===== src/rtl/regfile_4x16_pkg.sv =====
// Shared sizing and reset constants for the 4x16 register file and its read muxes.
package regfile_4x16_pkg;

   localparam int          REG_ADDR_W = 2;
   localparam int          NUM_REGS   = 4;
   localparam int          WIDTH      = 16;
   localparam logic [15:0] RESET_VAL  = 16'h0000;

endpackage


===== src/rtl/mux16bit.sv =====
// 16-bit 4:1 read mux; one instance per register-file read port.
module mux16bit (
   input  logic [15:0] d0,
   input  logic [15:0] d1,
   input  logic [15:0] d2,
   input  logic [15:0] d3,
   input  logic [1:0]  sel,
   output logic [15:0] y
);

   always_comb begin
      y = d0;
      case (sel)
         2'd0:    y = d0;
         2'd1:    y = d1;
         2'd2:    y = d2;
         default: y = d3;
      endcase
   end

endmodule


===== src/rtl/regfile_4x16.sv =====
// Four-entry 16-bit register file: one write port, two async read ports with
// write-through bypass, and a per-register pending scoreboard for operand stalls.
module regfile_4x16 #(
   parameter int          WIDTH     = regfile_4x16_pkg::WIDTH,
   parameter logic [15:0] RESET_VAL = regfile_4x16_pkg::RESET_VAL
) (
   input  logic             clk,
   input  logic             rst,
   input  logic             clr,
   input  logic             wr_en,
   input  logic [1:0]       wr_addr,
   input  logic [WIDTH-1:0] wr_data,
   input  logic             iss_en,
   input  logic [1:0]       iss_addr,
   input  logic [1:0]       rd_addr_a,
   input  logic [1:0]       rd_addr_b,
   output logic [WIDTH-1:0] rd_data_a,
   output logic [WIDTH-1:0] rd_data_b,
   output logic             busy_a,
   output logic             busy_b,
   output logic [3:0]       pend_vec
);

   import regfile_4x16_pkg::*;

   logic [WIDTH-1:0] regs_q [NUM_REGS];
   logic [WIDTH-1:0] regs_d [NUM_REGS];
   logic [3:0]       pend_q;
   logic [3:0]       pend_d;

   logic [WIDTH-1:0] mux_a;
   logic [WIDTH-1:0] mux_b;
   logic             byp_a;
   logic             byp_b;
   logic             reiss_a;
   logic             reiss_b;

   // Issue is applied after write so a same-register issue leaves pend set.
   always_comb begin
      regs_d = regs_q;
      pend_d = pend_q;
      if (clr) begin
         for (int i = 0; i < NUM_REGS; i++) regs_d[i] = RESET_VAL;
         pend_d = 4'b0000;
      end else begin
         if (wr_en) begin
            regs_d[wr_addr] = wr_data;
            pend_d[wr_addr] = 1'b0;
         end
         if (iss_en) pend_d[iss_addr] = 1'b1;
      end
   end

   always_ff @(posedge clk) begin
      if (rst) begin
         for (int i = 0; i < NUM_REGS; i++) regs_q[i] <= RESET_VAL;
         pend_q <= 4'b0000;
      end else begin
         regs_q <= regs_d;
         pend_q <= pend_d;
      end
   end

   mux16bit u_mux_a (
      .d0  (regs_q[0]),
      .d1  (regs_q[1]),
      .d2  (regs_q[2]),
      .d3  (regs_q[3]),
      .sel (rd_addr_a),
      .y   (mux_a)
   );

   mux16bit u_mux_b (
      .d0  (regs_q[0]),
      .d1  (regs_q[1]),
      .d2  (regs_q[2]),
      .d3  (regs_q[3]),
      .sel (rd_addr_b),
      .y   (mux_b)
   );

   // Bypass is independent of rst/clr: the in-flight write is visible this cycle.
   always_comb begin
      byp_a   = wr_en  && (wr_addr  == rd_addr_a);
      byp_b   = wr_en  && (wr_addr  == rd_addr_b);
      reiss_a = iss_en && (iss_addr == rd_addr_a);
      reiss_b = iss_en && (iss_addr == rd_addr_b);

      rd_data_a = byp_a ? wr_data : mux_a;
      rd_data_b = byp_b ? wr_data : mux_b;
      busy_a    = pend_q[rd_addr_a] && !(byp_a && !reiss_a);
      busy_b    = pend_q[rd_addr_b] && !(byp_b && !reiss_b);
      pend_vec  = pend_q;
   end

endmodule


===== config.mk =====
export PLATFORM = sky130hd
export DESIGN_NAME = regfile_4x16
export DESIGN_NICKNAME = d
export VERILOG_FILES = /design/src/rtl/regfile_4x16_pkg.sv /design/src/rtl/mux16bit.sv /design/src/rtl/regfile_4x16.sv
export SDC_FILE = /design/constraint.sdc
export NUM_CORES = 1
export LEC_CHECK = 0
export BUFFER_PORTS_ARGS = -buffer_cell sky130_fd_sc_hd__buf_4
export CAP_MARGIN = 20
export CORE_ASPECT_RATIO = 1.4
export CORE_MARGIN = 2
export CORE_UTILIZATION = 60
export CTS_CLUSTER_SIZE = 12
export DETAILED_ROUTE_END_ITERATION = 16
export PLACE_DENSITY = 0.87
export SYNTH_ARGS = -nofsm -noshare
export SYNTH_HDL_FRONTEND = slang
export SYNTH_HIERARCHICAL = 1
export SYNTH_SLANG_ARGS = --single-unit

===== constraint.sdc =====
create_clock -name clk -period 2.2 [get_ports clk]
set_input_delay 0.22 -clock clk [delete_from_list [all_inputs] [get_ports clk]]
set_output_delay 0.22 -clock clk [all_outputs]
set_load 0.005 [all_outputs]

[Word level (Yosys, flattened, before mapping)]
Index checks and enable logic that the tools add are counted.
Cells by class
  magnitude comparators: 8
  bitwise gates (word level): 4
  equality and inequality tests: 8
  multiplexer cells: 18
  reduce and logical (&&, ||, !) cells: 18
Operators with widths (number)
  $pmux W16 S3: 2
  $bwmux W64: 1
  $mux W16: 3
  $demux W16 S2: 1
  $lt A2 B3 Y1 const B: 4
  $mux W4: 3
  $logic_and A1 B1 Y1: 11
  $eq A2 B2 Y1: 4
  $and A4 B4 Y4: 1
  $bmux W1 S2: 2
  $demux W1 S2: 2
  $eq A2 B1 Y1 const B: 2
  $eq A2 B2 Y1 const B: 2
  $ge A2 B1 Y1 const B: 2
  $logic_not A1 Y1: 4
  $logic_not A2 Y1: 2
  $mux W1: 4
  $not A4 Y4: 1
  $or A4 B4 Y4: 1
  $ge A3 B3 Y1 const B: 1
  $lt A3 B1 Y1 const B: 1
  $not A2 Y3: 1
  $reduce_or A2 Y1: 1
Storage, ports and cells
  word-level logic and storage cells: 61
  bits in registers: 68
  bits of input ports: 29
  output and inout port bits: 38

[Depth between registers and ports, before layout]
Gate-level depths: netlist (run 1).
  depth in word-level cells: 10
  mapped depth: 6
  mapped depth without buffers: 3

[Hierarchy]
Netlist (run 1), hierarchy kept.
By module, submodules not included
  regfile_4x16: area an instance 3083.0 µm², sequential area each 1361.3 µm², instances 1, cells each 355
  mux16bit: area an instance 424.2 µm², sequential area each 0.0 µm², instances 2, cells each 20

[Least setup slack after synthesis (run 1)]
No wires, ideal clock.
  kind: input -> output
  start point: in rd_addr_a[0]
  end point: out rd_data_a[13]
  buffers on the path: 2
  data arrival time: 1.265 ns
  setup slack: 0.715 ns
  stages on the path: 4
  data required time: 1.980 ns
  cell sequence: buf_6 buf_12 mux4_2 mux2_1
Between the ends
  longest elaborated chain between the ends: 3
  elaborated cells between the ends (all ways): 7
  those cells by class: eq/ne (3); mux (2); reduce/logical (2)
RTL lines
  start, declared: line regfile_4x16.sv:15  | input logic [1:0] rd_addr_a,
  $eq A2 B2 Y1, or another cell as far along: line mux16bit.sv:13  | case (sel)
  $pmux W16 S3 *: line mux16bit.sv:13
  named net mux_a[13]: line regfile_4x16.sv:31  | logic [WIDTH-1:0] mux_a;
  $mux W16 *: line regfile_4x16.sv:89  | rd_data_a = byp_a ? wr_data : mux_a;
  end, declared: line regfile_4x16.sv:17  | output logic [WIDTH-1:0] rd_data_a,
The timed path passes the listed nets; every way through them passes the cells marked *.

[Worst setup path after layout (run 1)]
  start point: in rd_addr_a[0]
  end point: out rd_data_a[3]
Same word-level chain as after synthesis.

==> results of run 1 <==
[layer usage]
| metal | GRT usage | vias up | part of all wire |
|---|---|---|---|
| met1 | 0.3113 | 1591 | 0.36 |
| met5 | 0 | - | 0 |
| met2 | 0.4912 | 157 | 0.54 |
| li1 | - | 1492 | - |
| met3 | 0.05622 | 40 | 0.069 |
| met4 | 0.1752 | 0 | 0.038 |
[worst paths after layout]
check | from | end | slack, ps
worst max-delay path | rd_addr_a[0] | rd_data_a[3] | 330
worst min-delay path | wr_data[10] | regs_q[26]$_SDFFE_PP0P_ | 150
worst max register to register | regs_q[62]$_SDFFE_PP0P_ | regs_q[62]$_SDFFE_PP0P_ | 1440
worst min register to register | regs_q[32]$_SDFFE_PP0P_ | regs_q[32]$_SDFFE_PP0P_ | 460
[worst register-to-register path, stage by stage (launching register included)]
cell,delay (ps)
dfxtp_1,340
nand2_1,80
a21oi_1,250
[through the flow]
stage,cells,hold slack (ps),util,power (W),cell area (µm²)
6_report,518,152.2,0.7132,0.002508,4491
5_1_grt,518,147.9,0.7132,0.002601,4491
4_1_cts,518,151.8,0.7132,0.002514,4491
3_5_place_dp,506,453.5,0.6902,0.001696,4345
3_3_place_gp,506,445.8,0.6902,0.001686,4345
2_1_floorplan,395,356.0,-,0.001548,3931
[area by class of cell]
cell class | instances | area [µm²] | area share
tap | 72 | 90.09 | 0.02006
sequential | 68 | 1361 | 0.3031
inverter | 1 | 3.754 | 0.0008359
clock buffer | 12 | 145.1 | 0.03232
timing repair buffer | 74 | 555.5 | 0.1237
multi-input combinational | 291 | 2335 | 0.5199
[state kept, by name, indices dropped and copies added (netlist names)]
name and cells:
regs_q 64, pend_vec 4
[placed cells by master, fill, tap and decap left out]
master,instances
buf_4,74
or2_2,1
a32oi_1,2
mux2_1,14
mux4_1,12
and3b_1,2
xnor2_1,4
nand3_1,1
dfxtp_1,68
nor3b_2,1
a21oi_2,1
clkbuf_8,10
and3_1,3
nor3b_1,1
nand2_1,129
xnor2_2,4
nand3_4,2
a2bb2oi_1,1
a21oi_1,64
or3b_1,1
o21a_1,2
nor2_1,4
inv_1,1
mux2_4,18
nand3b_1,2
mux4_2,22
clkbuf_1,2
[where the power goes]
part	switching [W]	total, W	internal, W	leakage, nW
clock	0.000421	0.000836	0.000416	0.0743
sequential	0.0000132	0.00126	0.00125	0.549
combinational	0.000210	0.000409	0.000199	1.18
total	0.000644	0.00251	0.00186	1.81
[cells by family (layout without fill, tap and decap cells)]
group | after synthesis | in the layout | synth area share
AND/OR/NAND/NOR | 147 | 147 | 0.1591
AO/OA/AOI/OAI | 70 | 70 | 0.09421
flip-flops | 68 | 68 | 0.3463
multiplexers | 66 | 66 | 0.3151
buffers and inverters | 36 | 87 | 0.05983
XOR/XNOR | 8 | 8 | 0.02546
==> metrics.csv, run 1 <==
metric,value,unit
status,"finished, final reports clean",
total number of vias,3280,
critical path's largest stage delay,650,ps
post-DP HPWL,6328,µm
Total Wirelength,9794,µm
"FF+latch count, synth",68,
Synthesis Warnings,6,
Die ar.,0.007225,mm²
Post-synth top cells,"nand2_1 (129), dfxtp_1 (68), a21oi_1 (64), mux4_2 (22), mux2_4 (18)",
crit-path leading delay family,multiplexers,
shortest period the worst path allows,1871,ps
asr flop ratio synth,0,
Crit Path Max Fanout,19,
Slew headroom,0.4746,
antenna violations before repair,0,
Die W,72.41,µm
number of routed nets with antenna violations,0,
clk_skew,0,ps
Starting Density,0.6244,
Final Setup Violations,0,
DP Worst Slack,312.6,ps
CP Data Required Time,1980,ps
Root Buffer Master,clkbuf_8,
"Seq/Total Area, Yosys",0.3463,
crit-path cells,buf_4 -> mux4_1 -> mux2_1 -> buf_4,
gr ovfl total,0,
Final Wtd Congestion,0.7819,
final net count,474,
CP Capture Type,primary output,
clock-pin slew on the worst setup and hold paths,70,ps
setup TNS,0,ps
critical path's slowest cell,mux4_1,
vias in the first global route,3312,
Synth area leader,dfxtp_1,
most common cell in the netlist,nand2_1,
measured slew at the worst slew-check pin,788.2,ps
Hold Buf Count CTS,0,
# resized after CTS,0,
"Avg Cell Area, Syn",9.953,µm²
Synth Cell Area,0.003931,mm²
Yosys top cell area share,0.3463,
IO buf count,66,
Overall Global Routing Usage,0.2825,
CP arrival,1650,ps
drt first-iter violations,291,
I/O Pins,67,
Critical path buffers and inverters,2,
Core Area,0.006296,mm²
Max clock buf depth,2,
# fillers,452,
top post-synthesis cells by area,"dfxtp_1 (35%), mux4_2 (13%), nand2_1 (12%)",
RSZ-0062 raised after global routing,no,
largest net degree at the start of global routing,69,
Routed WL per cell,18.91,µm
Post-Synthesis Cells,395,
CP startpoint kind,input port,
Max VDD drop,0.3706,mV
Reg2Reg Depth,2,
Yosys cell types,30,
setup bufs post-CTS,0,
"EDFF count, synth",0,
H-Tree Depth,3,
Worst path depth,4,
First-pass DRT Iterations,8,
Rows,34,
Die Height,99.78,µm
Max-Cap Viols,0,
ys flop type,dfxtp_1,
Worst-Skew Late Latency,340,ps
HP Class,in -> reg,
Via density,6.332,
# diodes,0,
DR DRC count,0,
CP Class,in -> out,
Hold Path Cell Cnt,3,
TritonCTS Sinks,68,
final period utilization,0.8506,
LEAKAGE,1.806,nW
first-pass GRT wire length,15430,µm
Fmax,534.4,MHz
Power Density,558.4,mW/mm²
layout cells sized above 1,0.2982,
number of CTS-inserted buffers,9,
"Hold Vio Cnt, Final",0,
synth-to-layout area growth,14.23,%
pins over their slew limit,0,
"most used cell, CP",buf_4,
final worst slack,328.7,ps
CTS tree,done,
syn_nets,424,
No activity file was read; power rests on OpenSTA's default activity.
==> run 2, diff against run 1 <==
- CELL_PAD_IN_SITES_DETAIL_PLACEMENT: not set -> 0
- CELL_PAD_IN_SITES_GLOBAL_PLACEMENT: not set -> 1
- CORE_UTILIZATION: 60 -> 47
- PLACE_DENSITY: 0.87 -> 0.88
==> metrics.csv, run 2 (same netlist as run 1, synthesis figures left out) <==
metric,value,unit,change
status,"finished, final reports clean",,
First-pass DRT Iterations,5,,-3
post-DP HPWL,6409,µm,+1.3%
DR DRC count,0,,unchanged
# diodes,0,,unchanged
Hold Buf Count CTS,0,,unchanged
Total Wirelength,10060,µm,+2.7%
clock share of power,0.470,,+0.137
Reg2Reg Depth,2,,unchanged
HP Class,in -> reg,,
"leading cell type in the layout, fill and taps excluded",nand2_1,,
# fillers,735,,+63%
register area,0.001361,mm²,unchanged
Slew headroom,0.3441,,-0.1305
CP startpoint kind,input port,,
IO buf count,66,,unchanged
Final Setup Violations,0,,unchanged
I/O Pins,67,,unchanged
CP Data Required Time,1980,ps,about the same
total number of vias,3160,,-3.7%
largest net degree at the start of global routing,50,,-28%
Tot Pwr,0.003168,W,+26%
Core Area,0.008149,mm²,+29%
Fmax,528.1,MHz,-1.2%
reg2reg setup slack,1480,ps,+40 ps
Critical path buffers and inverters,2,,unchanged
Root Buffer Master,clkbuf_16,,
crit-path cells,buf_4 -> xnor2_2 -> nand3_4 -> mux2_1 -> buf_4,,
"commonest non-fill, non-tap cells in the layout","nand2_1 (129), buf_4 (76), dfxtp_1 (68), a21oi_1 (64), mux4_2 (22)",,
Hold Path Cell Cnt,3,,unchanged
setup bufs post-CTS,0,,unchanged
vias in the first global route,3063,,-7.5%
CP Capture Type,primary output,,
final worst slack,306.3,ps,-22.42 ps
Multi-input gate area,0.002335,mm²,unchanged
Rows,39,,+15%
Cell Int Power,0.002391,W,+28%
Worst-Skew Late Latency,320,ps,-20 ps
drt first-iter violations,243,,-16%
CP arrival,1670,ps,+20 ps
Overall Global Routing Usage,0.2296,,-0.05293
final net count,476,,+0.42%
Critical Path Sink,rd_data_a[14],,
Largest Register,regs_q,,
Power Density,672.6,mW/mm²,+20%
critical path's slowest cell,mux2_1,,
RSZ-0062 raised after global routing,no,,
max reg flops,64,,unchanged
TritonCTS Sinks,68,,unchanged
Max VDD drop,0.4516,mV,+22%
"non-filler cells, final",554,,+6.9%
Worst path depth,5,,+1
post-route cell area,0.004710,mm²,+4.9%
Die Height,112.2,µm,+12%
clock-pin slew on the worst setup and hold paths,60,ps,about the same
critical path's largest stage delay,440,ps,-210 ps
logic gate share of total power,0.132,,-0.031
Crit Path Max Fanout,19,,unchanged
CP Class,in -> out,,
crit-path leading delay family,buffers and inverters,,
switch share,0.2450,,-0.01184
clk_skew,0,ps,unchanged
CTS tree,done,,
DP Worst Slack,298.2,ps,-14.35 ps
"Hold Vio Cnt, Final",0,,unchanged
GR Layer Usage met1,0.2933,,-0.01802
first-pass GRT wire length,15720,µm,+1.9%
measured slew at the worst slew-check pin,983.9,ps,+195.7 ps
"most used cell, CP",buf_4,,
CP Launch Point,rd_addr_a[0],,
shortest period the worst path allows,1894,ps,+22.42 ps
met3 usage,0.03457,,-0.02166
Final Wtd Congestion,0.7947,,+1.6%
Routed WL per cell,18.16,µm,-3.9%
busiest grt layer,met2,,
NetSw,0.0007762,W,+21%
Max clock buf depth,2,,unchanged
pins over their slew limit,0,,unchanged
Die W,81.30,µm,+12%
RR Startpoint,regs_q[30]$_SDFFE_PP0P_,,
gr ovfl total,0,,unchanged
placed cell area,0.004398,mm²,+1.2%
H-Tree Depth,3,,unchanged
number of CTS-inserted buffers,9,,unchanged
synth-to-layout area growth,19.80,%,
layout cells sized above 1,0.3119,,+0.01374
# resized after CTS,0,,unchanged
LEAKAGE,1.889,nW,+4.6%
GRT met2 Usage,0.3765,,-0.1147
antenna violations before repair,0,,unchanged
post-placement cell count,538,,+6.3%
number of routed nets with antenna violations,0,,unchanged
final period utilization,0.8608,,+0.01019
Starting Density,0.4824,,-0.1420
Die ar.,0.009123,mm²,+26%
Max-Cap Viols,0,,unchanged
Reg power frac,0.399,,-0.104
Via density,5.704,,-9.9%
worst flop-to-flop path endpoint,regs_q[30]$_SDFFE_PP0P_,,
setup TNS,0,ps,unchanged
[run 2: worst min-delay path by stage]
| stage | endpoint | from |
|---|---|---|
| 6_report | regs_q[51]$_SDFFE_PP0P_ | wr_data[3] |
| 5_1_grt | regs_q[11]$_SDFFE_PP0P_ | wr_data[11] |
| 4_1_cts | regs_q[51]$_SDFFE_PP0P_ | wr_data[3] |
| 3_5_place_dp | regs_q[47]$_SDFFE_PP0P_ | regs_q[47]$_SDFFE_PP0P_ |
| 3_3_place_gp | regs_q[17]$_SDFFE_PP0P_ | regs_q[17]$_SDFFE_PP0P_ |
| 2_1_floorplan | regs_q[0]$_SDFFE_PP0P_ | wr_data[0] |
[run 2: worst reg2reg max path, cell delays in order, from the launching register on]
cell and delay, ps:
dfxtp_1 370, nand2_1 80, a21oi_1 190
[run 2: power groups by stage]
stage	registers, W	logic, W	clock network [W]
finish	0.00126	0.000417	0.00149
global route	0.00126	0.000447	0.00155
CTS	0.00126	0.000417	0.00150
detailed placement	0.00129	0.000417	0
global placement	0.00129	0.000410	0
floorplan	0.00129	0.000263	0
[run 2: per-stage QoR]
stage               hold slack [ps]  utilization
floorplan                     356.0            -
global placement              445.4       0.5397
detailed placement            458.9       0.5397
CTS                           168.0       0.5779
global route                  173.8       0.5779
finish                        167.1       0.5779
[run 2: cell type report]
cell class	count	share of cell area
repair buffers	76	0.1211
clock buffers	11	0.05367
inverters	1	0.0007970
well taps	102	0.02710
clock inverters	5	0.01249
flip-flops and latches	68	0.2891
multi-input cells	291	0.4957
[run 2: per-layer routing]
layer	routed length (µm)	up-vias
li1	-	1505
met1	4178	1553
met2	5230	84
met3	360	18
met4	292	0
met5	0	-
==> run 3, diff against run 2 <==
==> constraint.sdc (replaced) <==
create_clock -name clk -period 2.4 [get_ports clk]
set_input_delay 0.24 -clock clk [delete_from_list [all_inputs] [get_ports clk]]
set_output_delay 0.24 -clock clk [all_outputs]
set_load 0.05 [all_outputs]
==> metrics.csv, run 3 (same netlist as run 1, synthesis figures left out) <==
metric,value,unit,change
Final Setup Violations,0,,unchanged
Max VDD drop,0.4055,mV,-10%
Slew headroom,0.4316,,+0.08752
"leading cell type in the layout, fill and taps excluded",nand2_1,,
total number of vias,3095,,-2.1%
Crit Path Max Fanout,19,,unchanged
Overall Global Routing Usage,0.2277,,-0.001930
final period utilization,0.8242,,
TritonCTS Sinks,68,,unchanged
drt first-iter violations,237,,-2.5%
Fmax,505.5,MHz,
clock-pin slew on the worst setup and hold paths,60,ps,about the same
Hold Path Cell Cnt,3,,unchanged
Die W,81.30,µm,unchanged
first-pass GRT wire length,15570,µm,-0.97%
fin util,0.5775,,about the same
number of CTS-inserted buffers,9,,unchanged
Core Area,0.008149,mm²,unchanged
CP Data Required Time,2160,ps,+180 ps
crit-path cells,buf_4 -> xnor2_2 -> nand3_4 -> mux2_1 -> buf_4,,
setup TNS,0,ps,unchanged
antenna violations before repair,0,,unchanged
max reg flops,64,,unchanged
vias in the first global route,3037,,-0.85%
Largest Register,regs_q,,
Total Wirelength,9677,µm,-3.8%
reg2reg setup slack,1720,ps,+240 ps
RR Startpoint,pend_vec[3]$_SDFF_PP0_,,
synth-to-layout area growth,19.70,%,about the same
largest net degree at the start of global routing,37,,-26%
Die Height,112.2,µm,unchanged
critical path's slowest cell,mux2_1,,
CP Capture Type,primary output,,
beginning of the worst hold path,wr_data[3],,
final net count,475,,-0.21%
"most used cell, CP",buf_4,,
Via density,5.597,,-1.9%
pins over their slew limit,0,,unchanged
status,"finished, final reports clean",,
clk_skew,0,ps,unchanged
# diodes,0,,unchanged
"Hold Vio Cnt, Final",0,,unchanged
Root Buffer Master,clkbuf_16,,
H-Tree Depth,3,,unchanged
shortest period the worst path allows,1978,ps,
Max clock buf depth,2,,unchanged
Worst-Skew Late Latency,340,ps,+20 ps
setup bufs post-CTS,0,,unchanged
post-DP HPWL,6269,µm,-2.2%
"commonest non-fill, non-tap cells in the layout","nand2_1 (129), buf_4 (74), dfxtp_1 (68), a21oi_1 (64), mux4_2 (22)",,
measured slew at the worst slew-check pin,852.6,ps,-131.3 ps
# resized after CTS,0,,unchanged
CP arrival,1740,ps,+70 ps
Starting Density,0.4824,,unchanged
crit-path leading delay family,buffers and inverters,,
CTS tree,done,,
HP Class,in -> reg,,
RSZ-0062 raised after global routing,no,,
Tot Pwr,0.002983,W,-5.8%
Hold Path End,regs_q[51]$_SDFFE_PP0P_,,
Critical path buffers and inverters,2,,unchanged
I/O Pins,67,,unchanged
Final Wtd Congestion,0.7455,,-6.2%
Max-Cap Viols,0,,unchanged
Hold Buf Count CTS,0,,unchanged
layout cells sized above 1,0.3104,,-0.001526
First-pass DRT Iterations,4,,-1
DR DRC count,0,,unchanged
CP startpoint kind,input port,,
IO buf count,66,,unchanged
Power Density,633.9,mW/mm²,-5.8%
Rows,39,,unchanged
number of routed nets with antenna violations,0,,unchanged
worst flop-to-flop path endpoint,pend_vec[3]$_SDFF_PP0_,,
Die ar.,0.009123,mm²,unchanged
critical path's largest stage delay,440,ps,about the same
CP Class,in -> out,,
LEAKAGE,1.887,nW,-0.13%
Reg2Reg Depth,2,,unchanged
Routed WL per cell,17.50,µm,-3.7%
gr ovfl total,0,,unchanged
[run 3: cell types whose count changed in the layout (fill, tap and decap cells not counted)]
cell	change
clkinv_2	+1
buf_4	-2
clkinv_4	+1
inv_6	-1
buf_12	+1
clkbuf_8	-1
[run 3: stage by stage]
step	instance area (µm²)	hold slack (ps)	std cells	worst slack, ps
3_5_place_dp	4403	456.7	537	392.5
3_3_place_gp	4403	446.4	537	429.6
4_1_cts	4706	172.9	553	391.0
6_report	4706	173.8	553	421.9
5_1_grt	4706	185.7	553	339.7
2_1_floorplan	3931	376.0	395	681.8
[run 3: where the power goes]
part	switching (W)	total [W]	internal, W
clock network	0.000505	0.00133	0.000829
registers	0.0000110	0.00116	0.00115
logic	0.000304	0.000492	0.000189
[run 3: metal layers]
metal / share of wire / global-route usage
met4: 0.022 / 0.1040
met5: 0 / 0
met1: 0.40 / 0.2779
met2: 0.54 / 0.3918
met3: 0.039 / 0.02894
[run 3: cell type report]
type                    instances  area [µm²]
inverters                       1       3.754
fillers                       743        3443
repair buffers                 75       575.6
multi-input cells             291        2335
clock inverters                 6       63.81
well taps                     102       127.6
flip-flops and latches         68        1361
clock buffers                  10       239.0
[run 3: worst max-delay path by stage]
stage / from / end / depth (start not counted)
final: rd_addr_b[0] / rd_data_b[6] / 5
after global routing: rd_addr_a[0] / rd_data_a[15] / 5
after CTS: rd_addr_a[0] / rd_data_a[14] / 5
after detailed placement: rd_addr_a[0] / rd_data_a[14] / 5
after global placement: rd_addr_b[0] / rd_data_b[15] / 5
after floorplan: rd_addr_a[0] / rd_data_a[13] / 4
[run 3: tightest hold or removal path: stages]
cell and delay (ps):
buf_4 130, nand2_1 50, a21oi_1 50
